===== src/rtl/dram_read_arbiter_pkg.sv =====
// -----------------------------------------------------------------------------
// dram_req_pkg
// Shared types and helpers for the DRAM read arbiter.
//   dram_req_t    : packed layout of one outgoing word {pad, period, addr}
//                   at the default widths (24-bit addr, 14-bit period, 40-bit word)
//   clamp_period  : maps a requested sample period of 0 onto 1 so the chunk
//                   timer always has a non-zero terminal count
// -----------------------------------------------------------------------------
package dram_req_pkg;

    localparam int DEF_ADDR_W   = 24;
    localparam int DEF_PERIOD_W = 14;
    localparam int DEF_OUT_W    = 40;
    localparam int DEF_PAD_W    = DEF_OUT_W - DEF_PERIOD_W - DEF_ADDR_W;

    typedef struct packed {
        logic [DEF_PAD_W-1:0]    pad;
        logic [DEF_PERIOD_W-1:0] period;
        logic [DEF_ADDR_W-1:0]   addr;
    } dram_req_t;

    // A zero period would make the chunk terminal underflow, so it is
    // treated as the shortest legal period instead.
    function automatic logic [31:0] clamp_period(input logic [31:0] p);
        return (p == 32'd0) ? 32'd1 : p;
    endfunction

endpackage


===== src/rtl/dram_read_arbiter_if.sv =====
// -----------------------------------------------------------------------------
// dram_read_arbiter_if
// Bundles the voice request bus, the sample-period input and the FIFO-side
// stream of the DRAM read arbiter.
//   req_addr/req_valid/req_ready : per-channel request handshake
//   sample_period                : live sample period, latched at chunk bounds
//   out_tvalid/out_tready/out_tdata/out_tchan : stream towards the DRAM FIFO
//   sample_counter/chunk_start   : chunk timer position and wrap pulse
//   stall_count                  : saturating backpressure counter
// Modports:
//   master : the voices / FIFO side (drives requests and out_tready)
//   slave  : the arbiter itself
// -----------------------------------------------------------------------------
interface dram_read_arbiter_if #(
    parameter int CHANNELS   = 8,
    parameter int ADDR_W     = 24,
    parameter int PERIOD_W   = 14,
    parameter int OUT_W      = 40,
    parameter int CHUNK_LOG2 = 3
);
    localparam int CHAN_W = (CHANNELS > 1) ? $clog2(CHANNELS) : 1;

    logic [CHANNELS-1:0][ADDR_W-1:0]   req_addr;
    logic [CHANNELS-1:0]               req_valid;
    logic [CHANNELS-1:0]               req_ready;
    logic [PERIOD_W-1:0]               sample_period;
    logic                              out_tvalid;
    logic                              out_tready;
    logic [OUT_W-1:0]                  out_tdata;
    logic [CHAN_W-1:0]                 out_tchan;
    logic [PERIOD_W+CHUNK_LOG2-1:0]    sample_counter;
    logic                              chunk_start;
    logic [15:0]                       stall_count;

    modport master (
        output req_addr, req_valid, sample_period, out_tready,
        input  req_ready, out_tvalid, out_tdata, out_tchan,
               sample_counter, chunk_start, stall_count
    );

    modport slave (
        input  req_addr, req_valid, sample_period, out_tready,
        output req_ready, out_tvalid, out_tdata, out_tchan,
               sample_counter, chunk_start, stall_count
    );

endinterface


===== src/rtl/dram_read_arbiter_rr_arbiter.sv =====
// -----------------------------------------------------------------------------
// rr_arbiter
// Purely combinational work-conserving round-robin picker.
//   req     : request vector
//   en      : grant enable (gnt is all zero when low)
//   ptr     : highest-priority index for this cycle
//   gnt     : one-hot grant
//   gnt_idx : index of the picked request (valid when any is high)
//   any     : at least one request is present
// -----------------------------------------------------------------------------
module rr_arbiter #(
    parameter int N = 8,
    localparam int IDX_W = (N > 1) ? $clog2(N) : 1
) (
    input  logic [N-1:0]     req,
    input  logic             en,
    input  logic [IDX_W-1:0] ptr,
    output logic [N-1:0]     gnt,
    output logic [IDX_W-1:0] gnt_idx,
    output logic             any
);

    logic [N-1:0]   mask;
    logic [2*N-1:0] dbl;
    logic [IDX_W:0] pos;
    logic           hit;

    // The lower half holds only requests at or above ptr, the upper half holds
    // every request, so the lowest set bit of the doubled vector is the first
    // requester in circular order starting at ptr.
    always_comb begin
        mask = '0;
        for (int i = 0; i < N; i++) begin
            mask[i] = (i >= int'(ptr));
        end
        dbl = {req, req & mask};

        pos = '0;
        hit = 1'b0;
        for (int i = 2*N-1; i >= 0; i--) begin
            if (dbl[i]) begin
                pos = (IDX_W+1)'(i);
                hit = 1'b1;
            end
        end

        if (pos >= (IDX_W+1)'(N)) begin
            gnt_idx = IDX_W'(pos - (IDX_W+1)'(N));
        end else begin
            gnt_idx = IDX_W'(pos);
        end

        any = hit;
        gnt = '0;
        for (int i = 0; i < N; i++) begin
            gnt[i] = en && hit && (gnt_idx == IDX_W'(i));
        end
    end

endmodule


===== src/rtl/dram_read_arbiter.sv =====
// -----------------------------------------------------------------------------
// dram_read_arbiter
// Collects read-address requests from CHANNELS voices, grants one per cycle
// round-robin, packs it with the chunk-held sample period and pushes it into a
// one-slot output register that honours FIFO backpressure.
//   clk, rst : system clock, async active-high reset
//   bus      : dram_read_arbiter_if.slave (requests, period, output stream,
//              chunk timer and stall counter)
// -----------------------------------------------------------------------------
module dram_read_arbiter
    import dram_req_pkg::*;
#(
    parameter int CHANNELS     = 8,
    parameter int ADDR_W       = 24,
    parameter int PERIOD_W     = 14,
    parameter int OUT_W        = 40,
    parameter int CHUNK_LOG2   = 3,
    parameter int PERIOD_RESET = 2272
) (
    input  logic                 clk,
    input  logic                 rst,
    dram_read_arbiter_if.slave   bus
);

    localparam int CHAN_W = (CHANNELS > 1) ? $clog2(CHANNELS) : 1;
    localparam int CNT_W  = PERIOD_W + CHUNK_LOG2;

    logic [CHAN_W-1:0]   ptr_q, ptr_d;
    logic                out_tvalid_q, out_tvalid_d;
    logic [OUT_W-1:0]    out_tdata_q, out_tdata_d;
    logic [CHAN_W-1:0]   out_tchan_q, out_tchan_d;
    logic [PERIOD_W-1:0] period_hold_q, period_hold_d;
    logic [CNT_W-1:0]    sample_counter_q, sample_counter_d;
    logic                chunk_start_q, chunk_start_d;
    logic [15:0]         stall_count_q, stall_count_d;

    logic                accepting;
    logic                grantEn;
    logic                grant;
    logic                anyReq;
    logic [CHANNELS-1:0] gnt;
    logic [CHAN_W-1:0]   gntIdx;
    logic [CNT_W-1:0]    terminal;

    // The output slot can take a new word when it is empty or being drained
    // this very cycle; reset also masks the combinational grant.
    assign accepting = !out_tvalid_q || bus.out_tready;
    assign grantEn   = accepting && !rst;
    assign grant     = grantEn && anyReq;

    rr_arbiter #(
        .N (CHANNELS)
    ) u_rr (
        .req     (bus.req_valid),
        .en      (grantEn),
        .ptr     (ptr_q),
        .gnt     (gnt),
        .gnt_idx (gntIdx),
        .any     (anyReq)
    );

    assign terminal = (CNT_W'(period_hold_q) << CHUNK_LOG2) - CNT_W'(1);

    // Next-state logic: pointer, output slot, chunk timer and stall counter.
    always_comb begin
        ptr_d            = ptr_q;
        out_tvalid_d     = out_tvalid_q;
        out_tdata_d      = out_tdata_q;
        out_tchan_d      = out_tchan_q;
        period_hold_d    = period_hold_q;
        sample_counter_d = sample_counter_q;
        chunk_start_d    = 1'b0;
        stall_count_d    = stall_count_q;

        // A grant on a draining cycle is a pop and a push at once.
        if (grant) begin
            ptr_d        = (gntIdx == CHAN_W'(CHANNELS - 1)) ? '0 : gntIdx + CHAN_W'(1);
            out_tvalid_d = 1'b1;
            out_tdata_d  = OUT_W'({period_hold_q, bus.req_addr[gntIdx]});
            out_tchan_d  = gntIdx;
        end else if (bus.out_tready) begin
            out_tvalid_d = 1'b0;
        end

        // The period is only resampled at a chunk boundary; a grant on the
        // terminal cycle still packs the old value above.
        if (sample_counter_q == terminal) begin
            sample_counter_d = '0;
            chunk_start_d    = 1'b1;
            period_hold_d    = PERIOD_W'(clamp_period(32'(bus.sample_period)));
        end else begin
            sample_counter_d = sample_counter_q + CNT_W'(1);
        end

        if (out_tvalid_q && !bus.out_tready && (stall_count_q != 16'hFFFF)) begin
            stall_count_d = stall_count_q + 16'd1;
        end
    end

    // State registers; reset discards any held word and restores the
    // power-on period.
    always_ff @(posedge clk or posedge rst) begin
        if (rst) begin
            ptr_q            <= '0;
            out_tvalid_q     <= 1'b0;
            out_tdata_q      <= '0;
            out_tchan_q      <= '0;
            period_hold_q    <= PERIOD_W'(PERIOD_RESET);
            sample_counter_q <= '0;
            chunk_start_q    <= 1'b0;
            stall_count_q    <= '0;
        end else begin
            ptr_q            <= ptr_d;
            out_tvalid_q     <= out_tvalid_d;
            out_tdata_q      <= out_tdata_d;
            out_tchan_q      <= out_tchan_d;
            period_hold_q    <= period_hold_d;
            sample_counter_q <= sample_counter_d;
            chunk_start_q    <= chunk_start_d;
            stall_count_q    <= stall_count_d;
        end
    end

    assign bus.req_ready      = gnt;
    assign bus.out_tvalid     = out_tvalid_q;
    assign bus.out_tdata      = out_tdata_q;
    assign bus.out_tchan      = out_tchan_q;
    assign bus.sample_counter = sample_counter_q;
    assign bus.chunk_start    = chunk_start_q;
    assign bus.stall_count    = stall_count_q;

endmodule

===== src/flat_wrapper.sv =====
// flat-port wrapper written by rule: the top's interface ports become plain ports
module dram_read_arbiter_flat import dram_req_pkg::*;
#(
    parameter int CHANNELS     = 8,
    parameter int ADDR_W       = 24,
    parameter int PERIOD_W     = 14,
    parameter int OUT_W        = 40,
    parameter int CHUNK_LOG2   = 3,
    parameter int PERIOD_RESET = 2272
)
  (clk, rst, bus_req_addr, bus_req_valid, bus_sample_period, bus_out_tready, bus_req_ready, bus_out_tvalid, bus_out_tdata, bus_out_tchan, bus_sample_counter, bus_chunk_start, bus_stall_count);
  dram_read_arbiter_if #(.CHANNELS(CHANNELS), .ADDR_W(ADDR_W), .PERIOD_W(PERIOD_W), .OUT_W(OUT_W), .CHUNK_LOG2(CHUNK_LOG2)) bus_i ();
  input  logic clk;
  input  logic rst;
  input wire logic [$bits(bus_i.req_addr)-1:0] bus_req_addr;
  input wire logic [$bits(bus_i.req_valid)-1:0] bus_req_valid;
  input wire logic [$bits(bus_i.sample_period)-1:0] bus_sample_period;
  input wire logic [$bits(bus_i.out_tready)-1:0] bus_out_tready;
  output wire logic [$bits(bus_i.req_ready)-1:0] bus_req_ready;
  output wire logic [$bits(bus_i.out_tvalid)-1:0] bus_out_tvalid;
  output wire logic [$bits(bus_i.out_tdata)-1:0] bus_out_tdata;
  output wire logic [$bits(bus_i.out_tchan)-1:0] bus_out_tchan;
  output wire logic [$bits(bus_i.sample_counter)-1:0] bus_sample_counter;
  output wire logic [$bits(bus_i.chunk_start)-1:0] bus_chunk_start;
  output wire logic [$bits(bus_i.stall_count)-1:0] bus_stall_count;
  assign bus_i.req_addr = bus_req_addr;
  assign bus_i.req_valid = bus_req_valid;
  assign bus_i.sample_period = bus_sample_period;
  assign bus_i.out_tready = bus_out_tready;
  assign bus_req_ready = bus_i.req_ready;
  assign bus_out_tvalid = bus_i.out_tvalid;
  assign bus_out_tdata = bus_i.out_tdata;
  assign bus_out_tchan = bus_i.out_tchan;
  assign bus_sample_counter = bus_i.sample_counter;
  assign bus_chunk_start = bus_i.chunk_start;
  assign bus_stall_count = bus_i.stall_count;
  dram_read_arbiter #(.CHANNELS(CHANNELS), .ADDR_W(ADDR_W), .PERIOD_W(PERIOD_W), .OUT_W(OUT_W), .CHUNK_LOG2(CHUNK_LOG2), .PERIOD_RESET(PERIOD_RESET)) u_core (.clk(clk), .rst(rst), .bus(bus_i));
endmodule

===== config.mk =====
export PLATFORM = sky130hd
export DESIGN_NAME = dram_read_arbiter_flat
export DESIGN_NICKNAME = d
export VERILOG_FILES = /design/src/rtl/dram_read_arbiter_pkg.sv /design/src/rtl/dram_read_arbiter_if.sv /design/src/rtl/dram_read_arbiter_rr_arbiter.sv /design/src/rtl/dram_read_arbiter.sv /design/src/flat_wrapper.sv
export SDC_FILE = /design/constraint.sdc
export NUM_CORES = 1
export LEC_CHECK = 0
export ABC_AREA = 1
export CORE_UTILIZATION = 35
export CTS_CLUSTER_SIZE = 14
export DETAILED_ROUTE_END_ITERATION = 16
export DONT_BUFFER_PORTS = 1
export PLACE_DENSITY = 0.49
export SLEW_MARGIN = 5
export SYNTH_ARGS = -nofsm -noshare
export SYNTH_HDL_FRONTEND = slang
export SYNTH_SLANG_ARGS = --single-unit

===== constraint.sdc =====
create_clock -name clk -period 7.3 [get_ports clk]
set_clock_uncertainty 0.1 [all_clocks]
set_input_delay 1.095 -clock clk [delete_from_list [all_inputs] [get_ports clk]]
set_output_delay 1.095 -clock clk [all_outputs]
set_load 0.05 [all_outputs]

==> impl_metrics.toml, run 1 <==
[grt]
grt_pass1_vias = 6601
grt_max_degree = 100
antenna_found_initial = 0
overflow = 0
grt_pass1_wl_mm = 35.49
grt_util_all_layers_pct = 22.58

[worst_hold_path]
hold_path.class = "reg -> reg"

[synthesis]
netlist_instances = 1123
synth-xor-area-share_pct = 5.285
ys_seq_elements = 93
syn_area_per_cell_um2 = 6.324
synthFlopType = "dfrtp_1"
synthDistinctLibCells = 36
synth_area_um2 = 7102
seq_area_frac_synth_pct = 32.84
synth_top_family_by_area = "simple AND/OR/NAND/NOR gates"
synth_enable_flop_cells = 0
synth_fa_ha_area_share_pct = 1.233
async_flop_share_pct = 100.0
ys_warn_count = 0
synthSimpleGateAreaFrac_pct = 46.11
muxShareOfSynthArea_pct = 0
synth-compound-area-share_pct = 1.850

[cells_and_area]
stdcell_area_um2 = 7574
drive_above_1_share_pct = 6.587
fillCellCount = 2217
regArea_um2 = 2332
multi_input_comb_area_um2 = 3904
fin_util_pct = 38.53
area.growth.synth_to_final_pct = 6.642
nets = 1312
antennaDiodeCount = 0

[power_and_ir_drop]
p_leak_nw = 3.998
p_per_area_nw_per_um2 = 375.7
ir_drop_mv = 0.2163

[cts]
ctsResizeCount = 0
cts_buffer_depth = 2
cts.sink_count = 93
holdBufCountCts = 0
cts_buffers = 9
cts_tree = "done"
htree_levels = 3
post-cts-setup-buffer-count = 0
insertion_delay_ps = 360
root_buffer = "clkbuf_16"
clkTransAtPathRegs_ps = 70

[drt]
vias = 6918
drtIter0Drc = 338
drc = 0
via_per_inst = 5.094
wl_mm = 23.56
post_drt_wl_per_cell_um = 17.35
final_antenna_net_count = 0
drt_pass1_iterations = 5

[sta]
period_minus_slack_ps = 5067
tns_ps = 0
fmax_mhz = 197.3
rsz0062_at_grt = "no"
hold_violations = 0
slew_headroom_pct = 31.14
period_share_pct = 69.41
slew_violations = 0
setup_viol = 0
worstMarginPinSlew_ps = 1033

[floorplanning]
dieArea_um2 = 20860
die_x_um = 144.4
io_pins = 303
start_util_pct = 36.13
core-area_um2 = 19650
fp.dieH_um = 144.4
num_rows = 51

[critical_path]
criticalPathCategory = "in -> out"
path_max_fanout = 57
cp_data_arrival_time_ps = 3870
crit_required_ps = 6110
critPathLaunchType = "input pin"
critPathCaptureType = "primary output"

[placed_design]
place_congestion = 0.8767
dp.final_hpwl_mm = 17.87
numPortBuffers = 0
placed_cell_area_um2 = 7277

[run_status]
status = "finished clean"

[flow_run]
maxCapViolations = 0
-- sequential cells by signal (all words and copies together), names as in the netlist --
register and cells:
u_core.bus.out_tdata 38, u_core.bus.sample_counter 17, u_core.bus.stall_count 16, u_core.period_hold_q 14, u_core.bus.out_tchan 3, u_core.ptr_q 3, u_core.bus.chunk_start 1, u_core.bus.out_tvalid 1
-- cells in the final DEF (no fill, tap or decap), types with 6 or more instances in the layout --
cell type  Yosys  routed
buf_4          2       7
clkbuf_16      0       9
dfrtp_1       89      89
ha_1           7       7
inv_1        170     167
nand2_1      325     322
nand2_2        5       6
nand3_1      286     286
nand4_1       14      14
nor2_1        53      52
nor2_2        19      20
nor3_1        11      11
o21ai_0       17      17
xnor2_1       12      12
xor2_1        29      29
-- per-stage QoR --
step                      total power [W]  hold WS (ps)  worst slack (ps)  std cells
after floorplan                  0.002048         365.7              1262       1124
after detailed placement         0.002398         383.8              2108       1342
after global routing             0.003077         426.4              1756       1358
after CTS                        0.002882         394.7              2105       1358
after global placement           0.002398         379.7              2162       1342
final                            0.002846         399.6              2233       1358
-- cells in the mapped netlist (2+ instances only) --
library cell | instances | area (µm²)
buf_2 | 13 | 65.06
clkbuf_1 | 29 | 108.9
buf_1 | 9 | 33.78
or2_2 | 2 | 12.51
inv_2 | 3 | 11.26
nand2_4 | 2 | 22.52
buf_4 | 2 | 15.01
ha_1 | 7 | 87.58
inv_1 | 170 | 638.1
nand2_2 | 5 | 31.28
nor3_1 | 11 | 55.05
dfstp_2 | 4 | 105.1
nor4_1 | 3 | 18.77
nor2_1 | 53 | 198.9
o21ai_0 | 17 | 85.08
xnor2_1 | 12 | 105.1
nand4_1 | 14 | 87.58
nor2_2 | 19 | 118.9
nor2_4 | 3 | 33.78
a21oi_1 | 3 | 15.01
nand3b_1 | 2 | 15.01
nand3_1 | 286 | 1431
dfrtp_1 | 89 | 2227
nand2_1 | 325 | 1220
xor2_1 | 29 | 254.0
-- logic make-up after synthesis --
group                      after synthesis
adders and majority gates                7
xor gates and xnor gates                42
AOI/OAI and AO/OA                       24
other                                    1
and+or+nand+nor                        728
buffers and inverters                  228
DFF                                     93
-- where the power goes --
part,internal [W],total [W],switching (W)
clock network,0.000240,0.000474,0.000233
registers,0.000621,0.00113,0.000513
logic,0.000374,0.00124,0.000865
total,0.00123,0.00285,0.00161
-- worst max-delay path, cell delays in order --
cell and delay [ps]:
inv_4 440, nand2_1 170, nor2_2 310, inv_2 440, nor2_2 190, buf_4 310
inv_1 170, nor2_1 710
-- layer usage --
metal / GRT usage [%] / vias up / share of wire, %
li1: - / 3464 / -
met4: 10.86 / 0 / 3.6
met3: 7.483 / 57 / 9.2
met2: 36.51 / 253 / 45
met5: 0 / - / 0
met1: 26.86 / 3144 / 42
-- worst paths after layout --
kind                                              start                           end  slack, ps  depth (start not counted)
max                                                 rst              bus_req_ready[5]       2230                          8
min                             u_core.period_hold_q[6]       u_core.period_hold_q[6]        400                          2
max reg2reg                u_core.bus.sample_counter[1]  u_core.bus.sample_counter[0]       4460                         12
min reg2reg                     u_core.period_hold_q[6]       u_core.period_hold_q[6]        400                          2
max in group asynchronous                           rst      u_core.bus.out_tdata[15]       5450                          2
min in group asynchronous                           rst  u_core.bus.sample_counter[1]        600                          1
-- layout make-up --
class	count	share of cell area, %
clock buffer	9	2.974
clock inverter	7	0.9417
inverter	174	8.673
multi-input combinational	803	51.54
sequential	93	30.79
tap	265	4.378
timing repair buffer	7	0.6939
No activity file was read; power rests on OpenSTA's default activity.
==> inputs of run 2 (changes only) <==
==> constraint.sdc (replaced) <==
create_clock -name clk -period 5 [get_ports clk]
set_clock_uncertainty 0.1 [all_clocks]
set_input_delay 0.75 -clock clk [delete_from_list [all_inputs] [get_ports clk]]
set_output_delay 0.75 -clock clk [all_outputs]
set_load 0.05 [all_outputs]
==> run 2 against run 1 <==
Against the previous run:
- sequential share of layout area down 0.31 points
- final area up 1.0%
- combinational power up 45%
- sequential power up 46%
- largest cell class unchanged
==> impl_metrics.toml, run 2 (synthesis results as in run 1) <==
[run_status]
status = "finished clean"

[placed_design]
place_congestion = 0.8669
dp.final_hpwl_mm = 18.13
numPortBuffers = 0

[drt]
via_per_inst = 5.083
wl_mm = 23.91
drt_pass1_iterations = 5
drtIter0Drc = 330
vias = 6948
post_drt_wl_per_cell_um = 17.49
final_antenna_net_count = 0
drc = 0

[cts]
cts_buffers = 9
ctsResizeCount = 0
insertion_delay_ps = 350
htree_levels = 3
holdBufCountCts = 0
cts.sink_count = 93
root_buffer = "clkbuf_16"
clkTransAtPathRegs_ps = 70
post-cts-setup-buffer-count = 0
cts_buffer_depth = 2
cts_tree = "done"

[sta]
worstMarginPinSlew_ps = 970.1
period_minus_slack_ps = 3545
fmax_mhz = 282.1
setup_viol = 0
whs_ps = 255.4
hold_violations = 0
rsz0062_at_grt = "no"
tns_ps = 0
period_share_pct = 70.90
slew_violations = 0
slew_headroom_pct = 35.33

[critical_path]
critPathCaptureType = "primary output"
critPathTopFamily = "buffers and inverters"
slowest_stage = "clkinvlp_4"
cp_data_arrival_time_ps = 2690
crit_required_ps = 4150
critPathLaunchType = "input pin"
max_stage_delay_ps = 420
path_cells = "clkinvlp_4 > nand2_1 > nor2_2 > inv_2 > nor2_2 > buf_4 > inv_1 > nor2_1 > buf_4"
reg2reg_slack_ps = 2100
worst-path-buf-inv = 5
criticalPathCategory = "in -> out"
path_max_fanout = 29

[cells_and_area]
largest_register_ffs = 38
antennaDiodeCount = 0
final_common_cell = "nand2_1"
nets = 1321
layout_common_cells = "322 x nand2_1, 286 x nand3_1, 167 x inv_1"
drive_above_1_share_pct = 7.260
area.growth.synth_to_final_pct = 7.734

[floorplanning]
core-area_um2 = 19650
fp.dieH_um = 144.4
io_pins = 303
num_rows = 51
die_x_um = 144.4
start_util_pct = 36.13
dieArea_um2 = 20860

[grt]
grt_pass1_vias = 6632
grt_max_degree = 97
grt_pass1_wl_mm = 36.07
grt_util_all_layers_pct = 22.91
antenna_found_initial = 0
overflow = 0

[worst_hold_path]
hold_path.class = "in -> async"

[power_and_ir_drop]
p_leak_nw = 4.053
p_per_area_nw_per_um2 = 547.2
ir_drop_mv = 0.4434

[flow_run]
maxCapViolations = 0
## run 2: changes by cell type in the layout (fill, tap and decap cells not counted), moves of 2 or more
| cell | before | now |
|---|---|---|
| buf_4 | 7 | 16 |
| inv_6 | 0 | 3 |
| clkinv_2 | 1 | 3 |
| clkinv_4 | 2 | 0 |
| inv_8 | 2 | 0 |
## run 2: layout make-up
type | count | area, µm²
Multi-Input combinational cell | 803 | 3904
Tap cell | 265 | 331.6
Fill cell | 2255 | 12000
Clock inverter | 6 | 66.31
Inverter | 174 | 658.1
Sequential cell | 93 | 2332
Timing Repair Buffer | 16 | 120.1
Clock buffer | 10 | 239.0
## run 2: worst paths after layout
kind                            depth (start not counted)                            to                    startpoint
worst max-delay path                                    9              bus_req_ready[2]                           rst
worst min-delay path                                    1               u_core.ptr_q[0]                           rst
worst max register to register                         12  u_core.bus.sample_counter[0]  u_core.bus.sample_counter[0]
worst min register to register                          2       u_core.period_hold_q[6]       u_core.period_hold_q[6]
max in group asynchronous                               2       u_core.bus.out_tdata[5]                           rst
min in group clk                                        2       u_core.period_hold_q[6]       u_core.period_hold_q[6]
## run 2: worst reg2reg max path, cell delays in order, from the launching register on
cell and delay, ps:
dfrtp_1 690, ha_1 260, nand2_1 70, inv_1 130, nand2_1 60, nor2_1 130
nand2_1 70, nor2_1 160, nand3_1 150, nor3_4 390, nand2_4 190, clkinv_2 290
nor2_1 70
## run 2: power breakdown
part	internal, W	total (W)	switching [W]
sequential	0.000906	0.00165	0.000748
combinational	0.000556	0.00180	0.00125
clock	0.000406	0.000730	0.000325
total	0.00187	0.00419	0.00232
## run 2: layer usage
metal | routed length [µm] | up-vias | GRT usage [%]
met4 | 594 | 0 | 7.922
met3 | 2187 | 40 | 8.113
li1 | - | 3473 | -
met5 | 0 | - | 0
met1 | 10160 | 3194 | 27.70
met2 | 10960 | 241 | 37.53
## run 2: per-stage QoR
| stage | std cells | worst slack (ps) | power, W | instance area, µm² | utilization (%) |
|---|---|---|---|---|---|
| floorplan | 1124 | 726.8 | 0.002990 | 7109 | - |
| global placement | 1351 | 1462 | 0.003501 | 7346 | 37.38 |
| detailed placement | 1351 | 1352 | 0.003490 | 7346 | 37.38 |
| CTS | 1367 | 1356 | 0.004241 | 7651 | 38.93 |
| global route | 1367 | 1177 | 0.004506 | 7651 | 38.93 |
| finish | 1367 | 1455 | 0.004187 | 7651 | 38.93 |
==> inputs of run 3 (changes only) <==
--- a/config.mk
+++ b/config.mk
@@ -10,7 +10,7 @@
 export CTS_CLUSTER_SIZE = 14
 export DETAILED_ROUTE_END_ITERATION = 16
 export DONT_BUFFER_PORTS = 1
-export PLACE_DENSITY = 0.49
+export PLACE_DENSITY = 0.51
 export SLEW_MARGIN = 5
 export SYNTH_ARGS = -nofsm -noshare
 export SYNTH_HDL_FRONTEND = slang
==> constraint.sdc (replaced) <==
create_clock -name clk -period 2.85 [get_ports clk]
set_clock_uncertainty 0.1 [all_clocks]
set_input_delay 0.4275 -clock clk [delete_from_list [all_inputs] [get_ports clk]]
set_output_delay 0.4275 -clock clk [all_outputs]
set_load 0.05 [all_outputs]
==> run 3 against run 2 <==
Against the previous run:
- hold slack got worse by 230 ps
- first-iteration DRC count rose by 58%
- count of clock-buffer cells in the layout fell by 1
- register-to-register slack got worse by 1700 ps
- critical path type is now reg -> out
- largest cell class unchanged
- die area did not move
- final cell count rose by 2.8%
- wire length fell by 0.19%
- flip-flop and latch count did not move
==> impl_metrics.toml, run 3 (synthesis results as in run 1) <==
[power_and_ir_drop]
p_sw_share_pct = 55.46
pwr-share-comb_pct = 49.0
p_sw_w = 0.004213
p_per_area_nw_per_um2 = 935.6
sequentialPowerShare_pct = 35.1
ir_drop_mv = 0.6099
internal_power_w = 0.003383
p_leak_nw = 4.254
clockPowerShare_pct = 15.9

[sta]
fmax_mhz = 379.3
hold_violations = 0
rsz0062_at_grt = "no"
period_share_pct = 92.51
fin_ws_ps = 213.5
tns_ps = 0
whs_ps = 23.03
period_minus_slack_ps = 2637
worstMarginPinSlew_ps = 739.1
setup_viol = 0
slew_violations = 0
slew_headroom_pct = 50.73

[placed_design]
dp.final_hpwl_mm = 17.95
numPortBuffers = 0
dp.cells = 1386
pre_cts_ws_ps = 382.8
place_congestion = 0.9581

[cells_and_area]
fillCellCount = 2181
nets = 1359
largest_register_ffs = 38
stdcell_count = 1405
final_common_cell = "nand2_1"
layout_common_cells = "321 x nand2_1, 285 x nand3_1, 163 x inv_1"
drive_above_1_share_pct = 11.93
antennaDiodeCount = 0
area.growth.synth_to_final_pct = 14.32

[floorplanning]
dieArea_um2 = 20860
num_rows = 51
core-area_um2 = 19650
die_x_um = 144.4
start_util_pct = 36.13
io_pins = 303
fp.dieH_um = 144.4

[critical_path]
reg2reg_to = "u_core.bus.sample_counter[3]"
crit_end = "bus_req_ready[7]"
criticalPathCategory = "reg -> out"
crit_required_ps = 2320
path_max_fanout = 6
reg2reg_slack_ps = 360
reg2reg_depth = 13
critPathLaunch = "u_core.ptr_q[2]"
cp_data_arrival_time_ps = 2110
critPathCaptureType = "primary output"
critPathLaunchType = "flip-flop"
crit-reg2reg-launch = "u_core.period_hold_q[0]"

[flow_run]
maxCapViolations = 0

[grt]
antenna_found_initial = 0
grt_pass1_wl_mm = 37.04
grt_max_degree = 97
grt_pass1_vias = 6905
overflow = 0
grt_util_all_layers_pct = 23.32

[cts]
cts_buffer_depth = 2
clkTransAtPathRegs_ps = 80
cts.sink_count = 93
cts_buffers = 9
htree_levels = 3
cts_tree = "done"
root_buffer = "clkbuf_16"
insertion_delay_ps = 350
holdBufCountCts = 0

[drt]
via_per_inst = 5.112
wl_met2_mm = 10.48
dr_wl_met3_mm = 2.174
drc = 0
post_drt_wl_per_cell_um = 16.98
top_layer = "met4"
drt_pass1_iterations = 5
final_antenna_net_count = 0
drtIter0Drc = 522
wirelength_met1_mm = 10.34
wl_mm = 23.86
vias = 7183

[run_status]
status = "finished clean"

[worst_hold_path]
hold_path.class = "in -> async"
## run 3: metrics by stage
| stage | total power (W) | instance area (µm²) | util [%] |
|---|---|---|---|
| after global placement | 0.006306 | 7777 | 39.57 |
| after global routing | 0.008212 | 8119 | 41.31 |
| after detailed placement | 0.006346 | 7777 | 39.57 |
| after floorplan | 0.005327 | 7221 | - |
| after CTS | 0.007629 | 8082 | 41.12 |
| final | 0.007596 | 8119 | 41.31 |
## run 3: how the worst min path moves through the flow
stage	start	end	slack, ps
2_1_floorplan	u_core.period_hold_q[6]	u_core.period_hold_q[6]	370
3_3_place_gp	u_core.period_hold_q[6]	u_core.period_hold_q[6]	390
3_5_place_dp	u_core.period_hold_q[6]	u_core.period_hold_q[6]	400
4_1_cts	rst	u_core.bus.out_tdata[26]	40
5_1_grt	rst	u_core.period_hold_q[13]	70
6_report	rst	u_core.period_hold_q[2]	20
## run 3: timing repair
action | in CTS | in global routing
setup endpoints to repair | 1 | 6
resized for setup | 0 | 9
buffers inserted | 0 | 2
gates cloned | 1 | 0
## run 3: final cells by class
cell class,count,area (µm²),area share (%)
Tap cell,265,331.6,4.084
Multi-Input combinational cell,804,3998,49.24
Inverter,174,661.9,8.152
Sequential cell,93,2335,28.76
Clock buffer,9,225.2,2.774
Clock inverter,7,70.07,0.8630
Timing Repair Buffer,53,498.0,6.133
## run 3: power by group through the flow
stage                     Sequential [W]  Clock (W)  Combinational [W]
final                            0.00266    0.00121            0.00372
after global routing             0.00271    0.00131            0.00420
after CTS                        0.00266    0.00127            0.00370
after detailed placement         0.00269          0            0.00366
after global placement           0.00269          0            0.00362
after floorplan                  0.00277          0            0.00256
## run 3: routing by layer
| layer | track usage [%] | vias to the layer above |
|---|---|---|
| met5 | 0 | - |
| met2 | 34.92 | 280 |
| met1 | 30.33 | 3287 |
| met4 | 10.53 | 0 |
| li1 | - | 3559 |
| met3 | 7.649 | 57 |
## run 3: worst max-delay path: stages, from the launching register on
cell and delay [ps]:
dfrtp_2 440, nand2_1 120, nand2_1 80, nand3_1 70
nand2_1 50, inv_1 50, nand2_1 80, nand2_2 130
nand2_4 90, inv_2 100, ha_4 150, nand2_1 110
nor2_4 140, buf_12 150
